===== config.mk =====
export PLATFORM = sky130hd
export DESIGN_NAME = vend_controller
export DESIGN_NICKNAME = d
export VERILOG_FILES = /design/src/rtl/vend_controller.sv
export SDC_FILE = /design/constraint.sdc
export NUM_CORES = 1
export LEC_CHECK = 0
export CAP_MARGIN = 20
export CORE_MARGIN = 4
export CORE_UTILIZATION = 48
export DETAILED_ROUTE_END_ITERATION = 10
export GPL_ROUTABILITY_DRIVEN = 0
export PLACE_DENSITY = 0.86
export SLEW_MARGIN = 10
export SYNTH_ARGS = -nofsm -noshare
export SYNTH_HDL_FRONTEND = slang
export SYNTH_SLANG_ARGS = --single-unit

===== constraint.sdc =====
create_clock -name clk -period 3.29 [get_ports clk]
set_clock_uncertainty 0.2 [all_clocks]
set_input_delay 0.987 -clock clk [delete_from_list [all_inputs] [get_ports clk]]
set_output_delay 0.987 -clock clk [all_outputs]
set_load 0.05 [all_outputs]

===== src/rtl/vend_controller.sv =====
// Beverage vending transaction sequencer: collects coins, requests a dispense,
// waits for confirmation or timeout, then pays change out one coin per cycle.
module vend_controller #(
    parameter int MAX_CREDIT = 1000,
    parameter int TIMEOUT    = 4
) (
    input  logic       clk,
    input  logic       rst,
    input  logic       coin_valid,
    input  logic [1:0] coin_code,
    input  logic [3:0] sel,
    input  logic       cancel,
    input  logic [3:0] bev_done,
    input  logic [9:0] change_in,
    output logic [3:0] bev_req,
    output logic [9:0] credit,
    output logic       coin_reject,
    output logic       vend_ok,
    output logic       denied,
    output logic       pay_valid,
    output logic [1:0] pay_coin,
    output logic       busy
);

    typedef enum logic [2:0] {IDLE, COLLECT, REQ, WAIT, PAYOUT} state_t;

    state_t     state, state_nxt;
    logic [9:0] remain, remain_nxt;
    logic [3:0] cnt, cnt_nxt;
    logic [10:0] coin_value, credit_sum;
    logic [9:0] pay_amt;
    logic [1:0] pay_code;
    logic [3:0] sel_onehot;
    logic       coin_fits, do_cancel, sel_take, accept, done_any, timeout;

    logic [3:0] bev_req_nxt;
    logic [9:0] credit_nxt;
    logic [1:0] pay_coin_nxt;
    logic       reject_nxt, vend_ok_nxt, denied_nxt, pay_valid_nxt, busy_nxt;

    always_comb begin
        case (coin_code)
            2'b00:   coin_value = 11'd5;
            2'b01:   coin_value = 11'd10;
            2'b10:   coin_value = 11'd25;
            default: coin_value = 11'd100;
        endcase
    end

    always_comb begin
        if (remain >= 10'd25) begin
            pay_amt  = 10'd25;
            pay_code = 2'b10;
        end else if (remain >= 10'd10) begin
            pay_amt  = 10'd10;
            pay_code = 2'b01;
        end else begin
            pay_amt  = 10'd5;
            pay_code = 2'b00;
        end
    end

    assign credit_sum = {1'b0, credit} + coin_value;
    assign coin_fits  = credit_sum <= 11'(MAX_CREDIT);
    assign sel_onehot = sel & (~sel + 4'd1);
    assign do_cancel  = (state == COLLECT) && cancel && (credit != 10'd0);
    assign sel_take   = (state == COLLECT) && !cancel && (sel != 4'd0) && (credit != 10'd0);
    assign accept     = coin_valid && (state == IDLE || state == COLLECT)
                        && !do_cancel && !sel_take && coin_fits;
    assign done_any   = bev_done != 4'd0;
    // cnt counts cycles since the request was presented (REQ cycle = 0), so the
    // denied pulse lands TIMEOUT cycles after bev_req.
    assign timeout    = cnt == 4'(TIMEOUT - 1);

    always_ff @(posedge clk) begin
        if (rst) begin
            state       <= IDLE;
            remain      <= '0;
            cnt         <= '0;
            credit      <= '0;
            bev_req     <= '0;
            coin_reject <= 1'b0;
            vend_ok     <= 1'b0;
            denied      <= 1'b0;
            pay_valid   <= 1'b0;
            pay_coin    <= 2'b00;
            busy        <= 1'b0;
        end else begin
            state       <= state_nxt;
            remain      <= remain_nxt;
            cnt         <= cnt_nxt;
            credit      <= credit_nxt;
            bev_req     <= bev_req_nxt;
            coin_reject <= reject_nxt;
            vend_ok     <= vend_ok_nxt;
            denied      <= denied_nxt;
            pay_valid   <= pay_valid_nxt;
            pay_coin    <= pay_coin_nxt;
            busy        <= busy_nxt;
        end
    end

    always_comb begin
        state_nxt = state;
        case (state)
            IDLE:    if (accept) state_nxt = COLLECT;
            COLLECT: begin
                if (do_cancel)     state_nxt = PAYOUT;
                else if (sel_take) state_nxt = REQ;
            end
            REQ:     state_nxt = WAIT;
            WAIT: begin
                if (done_any)     state_nxt = (change_in != 10'd0) ? PAYOUT : IDLE;
                else if (timeout) state_nxt = COLLECT;
            end
            PAYOUT:  if (remain < 10'd5 || remain == pay_amt) state_nxt = IDLE;
            default: state_nxt = IDLE;
        endcase
    end

    always_comb begin
        remain_nxt    = remain;
        cnt_nxt       = cnt;
        credit_nxt    = credit;
        bev_req_nxt   = 4'd0;
        reject_nxt    = coin_valid && !accept;
        vend_ok_nxt   = 1'b0;
        denied_nxt    = 1'b0;
        pay_valid_nxt = 1'b0;
        pay_coin_nxt  = 2'b00;
        case (state)
            IDLE, COLLECT: begin
                if (accept) credit_nxt = credit_sum[9:0];
                if (do_cancel) begin
                    remain_nxt = credit;
                    credit_nxt = 10'd0;
                end
                if (sel_take) begin
                    bev_req_nxt = sel_onehot;
                    cnt_nxt     = 4'd0;
                end
            end
            REQ:  cnt_nxt = cnt + 4'd1;
            WAIT: begin
                cnt_nxt = cnt + 4'd1;
                if (done_any) begin
                    remain_nxt  = change_in;
                    credit_nxt  = 10'd0;
                    vend_ok_nxt = 1'b1;
                end else if (timeout) begin
                    denied_nxt = 1'b1;
                end
            end
            PAYOUT: begin
                // a residue under 5c is dropped without paying a coin
                if (remain >= 10'd5) begin
                    pay_valid_nxt = 1'b1;
                    pay_coin_nxt  = pay_code;
                    remain_nxt    = remain - pay_amt;
                end
            end
            default: ;
        endcase
        busy_nxt = (state_nxt == REQ) || (state_nxt == WAIT) || (state_nxt == PAYOUT);
    end

endmodule

# After elaboration in Yosys (flattened, before gate mapping)
# Cells that the tools add are included.
# op_classes
addsub	4
n_reduce_logical	38
n_mux	26
n_eq_ne	16
order_cmp	5
bitwise	7
# ops
operator	count
2-to-1 mux 10 bit	6
one-hot mux 10 bit (3 select lines)	1
2-to-1 mux 3 bit	7
one-hot mux 7 bit (3 select lines)	1
one-hot mux 10 bit (2 select lines)	1
nonzero test 10 bit	2
one-hot mux 3 bit (5 select lines)	1
equality test 3 x 2 -> 1 bit (second input constant)	4
adder 10 x 11 -> 11 bit	1
<= comparator 11 x 10 -> 1 bit (second input constant)	1
equality test 10 bit	1
>= comparator 10 x 3 -> 1 bit (second input constant)	1
>= comparator 10 x 4 -> 1 bit (second input constant)	1
>= comparator 10 x 5 -> 1 bit (second input constant)	1
logical AND 1 bit	10
less-than comparator 10 x 3 -> 1 bit (second input constant)	1
subtractor 10 bit	1
OR reduction 3 bit	3
adder 4 x 1 -> 4 bit (second input constant)	2
2-to-1 mux 4 bit	2
!= test 2 bit (second input constant)	4
one-hot mux 4 bit (2 select lines)	1
nonzero test 4 bit	2
OR reduction 2 bit	4
22 further kinds	37
# word_totals
ff_bits	38
wordCells	108
output_inout_bits	21
in_bits	24

# Logic depth before layout (Yosys ltp)
# logic_depth
depth_word	12
mapped_depth	14
depth_no_buf	14

# Worst setup path after synthesis
# No wires, ideal clock.
# synth_path
kind	input-to-reg
startpoint	input coin_code[0]
endpoint	register credit[9]
path_slack_ps	-217
path_stages	12
arrival_ps	3191
path_buffers	1
setup_ps	116
t_required_ps	2974
path_cell_list	inv_1 ha_1 inv_1 fa_1 nand2b_1 a21oi_1 xor2_1 o221ai_2 o31a_1 or2_1 buf_6 a41o_1
# synth_between
elab_chain_cells	7
word_cells_on_any_way	12
cone_classes	add/sub: 1; order compare: 1; eq/ne: 3; mux: 4; reduce/logical: 3
# synth_rtl
element	line	source
from (decl)	10	input logic [1:0] coin_code,
equality test 2 bit, or another cell as far along	42	case (coin_code)
one-hot mux 7 bit (3 select lines) (*)	42	
adder 10 x 11 -> 11 bit (*)	63	assign credit_sum = {1'b0, credit} + coin_value;
<= comparator 11 x 10 -> 1 bit	64	assign coin_fits = credit_sum <= 11'(MAX_CREDIT);
logical AND 1 bit	69	&& !do_cancel && !sel_take && coin_fits;
!= test 3 bit (no source line)	--	
AND reduction 3 bit (no source line)	--	
to (signal assigned)	92	credit <= credit_nxt;
to (decl)	16	output logic [9:0] credit,
# Mark *: on every way between the ends. The rest lies on a longest branch, timed or not. The select of a mux whose other input is x is not followed.
# A chain may end at the register's enable or synchronous reset.

# Worst setup path after layout
# layout_path
startpoint	register remain[7]
endpoint	register remain[7]
# layout_between
elab_chain_cells	6
word_cells_on_any_way	10
cone_classes	add/sub: 1; order compare: 3; eq/ne: 1; mux: 4; reduce/logical: 1
# layout_rtl
element	line	source
from (decl)	28	logic [9:0] remain, remain_nxt;
from (signal assigned)	90	remain <= remain_nxt;
>= comparator 10 x 4 -> 1 bit	54	end else if (remain >= 10'd10) begin
2-to-1 mux 4 bit	54	
2-to-1 mux 5 bit	51	if (remain >= 10'd25) begin
subtractor 10 bit	159	remain_nxt = remain - pay_amt;
2-to-1 mux 10 bit	156	if (remain >= 10'd5) begin
one-hot mux 10 bit (3 select lines)	131	case (state)
# Several ways; a longest one is shown, not always the timed one. The select of a mux whose other input is x is not followed.

==> impl_metrics.env <==
export IMPL_area_growth_pct=47.4
export IMPL_p_leak_nw=1.51
export IMPL_dp_hpwl_mm=5.69
export IMPL_antenna_left=0
export IMPL_dp_cells=457
export IMPL_fin_crit_ns=3.31
export IMPL_netlist_top_cells_area="dfxtp_1 (29%), ha_1 (7.5%), nor2_1 (4.2%), nand2_1 (3.2%), nand2b_1 (2.8%)"
export IMPL_cap_viol_max_count=0
export IMPL_syn_inst=320
export IMPL_synth_seq_area_share_pct=28.6
export IMPL_final_hold_viol_count=0
export IMPL_final_max_slew_viol_count=0
export IMPL_num_vias=2961
export IMPL_synth_top_area_cell="dfxtp_1"
export IMPL_finalNetCount=447
export IMPL_p_per_area_nw_per_um2=933
export IMPL_final_cell_mix="buf_4 (45), clkdlybuf4s50_1 (42), dfxtp_1 (37), nor2_1 (29), nand2_1 (21)"
export IMPL_cts_sinks=38
export IMPL_antenna_cells=0
export IMPL_relSlewSlack_pct=54.2
export IMPL_grt_pass1_vias=2807
export IMPL_crit_type="reg2reg"
export IMPL_port_buffers=44
export IMPL_grt_max_degree=20
export IMPL_cts_root_buf="clkbuf_8"
export IMPL_grt_pass1_wl_mm=12.9
export IMPL_synth_distinct_cells=68
export IMPL_synth_edff_count=0
export IMPL_grt_usage_pct=24.7
export IMPL_via_per_inst=6.23
export IMPL_h_tree_depth=2
export IMPL_worst_ep_required_time_ns=3.29
export IMPL_drive_gt1_share_pct=28.1
export IMPL_start_kind="flop"
export IMPL_worst_setup_path_end_kind="flop"
export IMPL_synth_async_reset_ratio_pct=0
export IMPL_status="finished, violations left"
export IMPL_drt_total_wl_mm=8.81
export IMPL_cp_arrival_ns=3.31
export IMPL_cp_max_fo=3
export IMPL_wl_per_cell_um=18.6
export IMPL_yosys_warnings=0
export IMPL_synth_top_cell_area_share_pct=28.6
export IMPL_cts_tree="built"
export IMPL_die_h_um=82.4
export IMPL_insertion_delay_ns=0.30
export IMPL_setup_ws_ns=-0.0194
export IMPL_worst_slew_pin_slew_ns=0.685
export IMPL_hold_class="reg2reg"
export IMPL_ctsHoldBuffers=0
export IMPL_syn_area_um2=2660
export IMPL_finalSetupViolCount=2
export IMPL_synth_area_per_cell_um2=8.31
export IMPL_antenna_found_initial=0
export IMPL_critPathMaxStageDelay_ns=0.43
export IMPL_ys_flop_type="dfxtp_1"
export IMPL_path_cells="or3_4 -> nor3_4 -> and2_4 -> nand2_2 -> buf_6 -> ha_4 -> nor2b_1 -> o21ai_1 -> a21boi_1 -> o21ai_1 -> nand3_2 -> o31a_1 -> o32ai_2"
export IMPL_initial_core_util_pct=50.8
export IMPL_fillers=337
export IMPL_critPathMostFrequentCell="o21ai_1"
export IMPL_fin_cells=475
export IMPL_slowest_stage="or3_4"
export IMPL_syn_nets=362
export IMPL_layout_cells_most_common="buf_4"
export IMPL_route_detailed_drc=0
export IMPL_clockBufferDepth=2
export IMPL_die_x_um=82.4
export IMPL_holdPathStages=1
export IMPL_row_count=26
export IMPL_failed_checks="negative setup slack"
export IMPL_grt_remaining_overflow=0
export IMPL_reg2reg_depth=13
export IMPL_coreArea_um2=5240
export IMPL_dp_slack_ns=-0.758
export IMPL_die_area_um2=6800
export IMPL_first_pass_iters=7
export IMPL_ir_drop_mv=0.886
export IMPL_max_freq_ghz=0.302
export IMPL_ys_ff_latch=38
export IMPL_drt_iter0_drc=414
export IMPL_post_route_period_util_pct=101
export IMPL_numCtsBuffers=5
export IMPL_path_clk_slew_ns=0.08
export IMPL_ios=45
-- state kept, by name, indices dropped and copies added (netlist names) --
name         count
cnt              4
vend_ok          1
bev_req          4
pay_valid        1
busy             1
pay_coin         2
coin_reject      1
credit          10
state            3
remain          10
denied           1
-- report_power, final --
part           internal [mW]  switching [mW]
clock                  0.243           0.170
combinational           1.21            1.28
sequential             0.560           0.197
-- what timing repair did --
action                                  CTS  global route
buffers inserted                          5             7
resized for setup                        24            37
pin swaps                                10            14
endpoints found under the setup margin   15            15
-- Yosys cell counts, types with 4 or more instances --
| master | number |
|---|---|
| nor3_1 | 11 |
| a221oi_1 | 5 |
| or2_1 | 4 |
| ha_1 | 16 |
| buf_2 | 4 |
| nand2b_1 | 12 |
| a211oi_1 | 9 |
| nor4_1 | 6 |
| nand2_1 | 23 |
| mux2i_1 | 7 |
| nor2_1 | 30 |
| a22oi_1 | 7 |
| dfxtp_1 | 38 |
| nor2b_1 | 7 |
| and2_1 | 5 |
| a31oi_1 | 4 |
| o21ai_0 | 14 |
| o31a_1 | 4 |
| nand3_1 | 4 |
| inv_1 | 18 |
| clkbuf_1 | 7 |
| a21oi_1 | 14 |
| nor3b_1 | 7 |
-- worst max-delay path: cells and delay by family (launching register included) --
| kind | cells | cell delay [ns] |
|---|---|---|
| flops | 1 | 0.32 |
| compound gates | 5 | 1.16 |
| buf+inv | 1 | 0.13 |
| simple gates | 6 | 1.19 |
| fa+ha+maj | 1 | 0.20 |
-- cell families (layout without fill, tap and decap cells) --
group           count (synthesis)  count (layout)  share of synthesized area [%]
simple gates                  127             127                           25.9
compound gates                 91              91                           26.1
flops                          38              38                           28.6
buf+inv                        33             118                           5.69
fa+ha+maj                      18              18                           9.03
mux                             8               8                           3.06
xor+xnor                        5               5                           1.65
-- stage by stage --
stage | hold slack [ns] | total power, mW | area, um2 | utilization (%) | TNS (ns)
6_report | 0.307 | 3.66 | 3920 | 74.8 | -0.0301
5_1_grt | 0.318 | 3.88 | 3920 | 74.8 | -0.721
4_1_cts | 0.303 | 3.30 | 3690 | 70.4 | 0
3_5_place_dp | 0.293 | 2.74 | 3490 | 66.7 | -8.51
3_3_place_gp | 0.277 | 2.68 | 3490 | 66.7 | -7.64
2_1_floorplan | 0.257 | 2.06 | 2750 | - | -0.0488
-- layer usage --
layer  up-vias  global-route usage (%)  wire, um
met5         -                       0         0
met4         0                    10.5       362
met3        50                    5.10       768
met2       182                    42.1      4190
met1      1370                    29.8      3500
li1       1359                       -         -
-- path summary, 6_finish.rpt --
path / slack [ns] / startpoint / endpoint
worst min-delay path: 0.31 / cnt[0] / cnt[0]
worst max register to register: -0.02 / remain[7] / remain[7]
worst max-delay path: -0.02 / remain[7] / remain[7]
worst min register to register: 0.31 / cnt[0] / cnt[0]
-- cell type report --
type,count,area [um2],area share [%]
clock inverter,1,30.0,0.766
clock buffer,6,82.6,2.11
sequential,38,762,19.4
tap,70,87.6,2.23
timing repair buffer,93,838,21.4
inverter,18,86.3,2.20
multi-input combinational,249,2030,51.9
(Power assumes the default switching activity.)
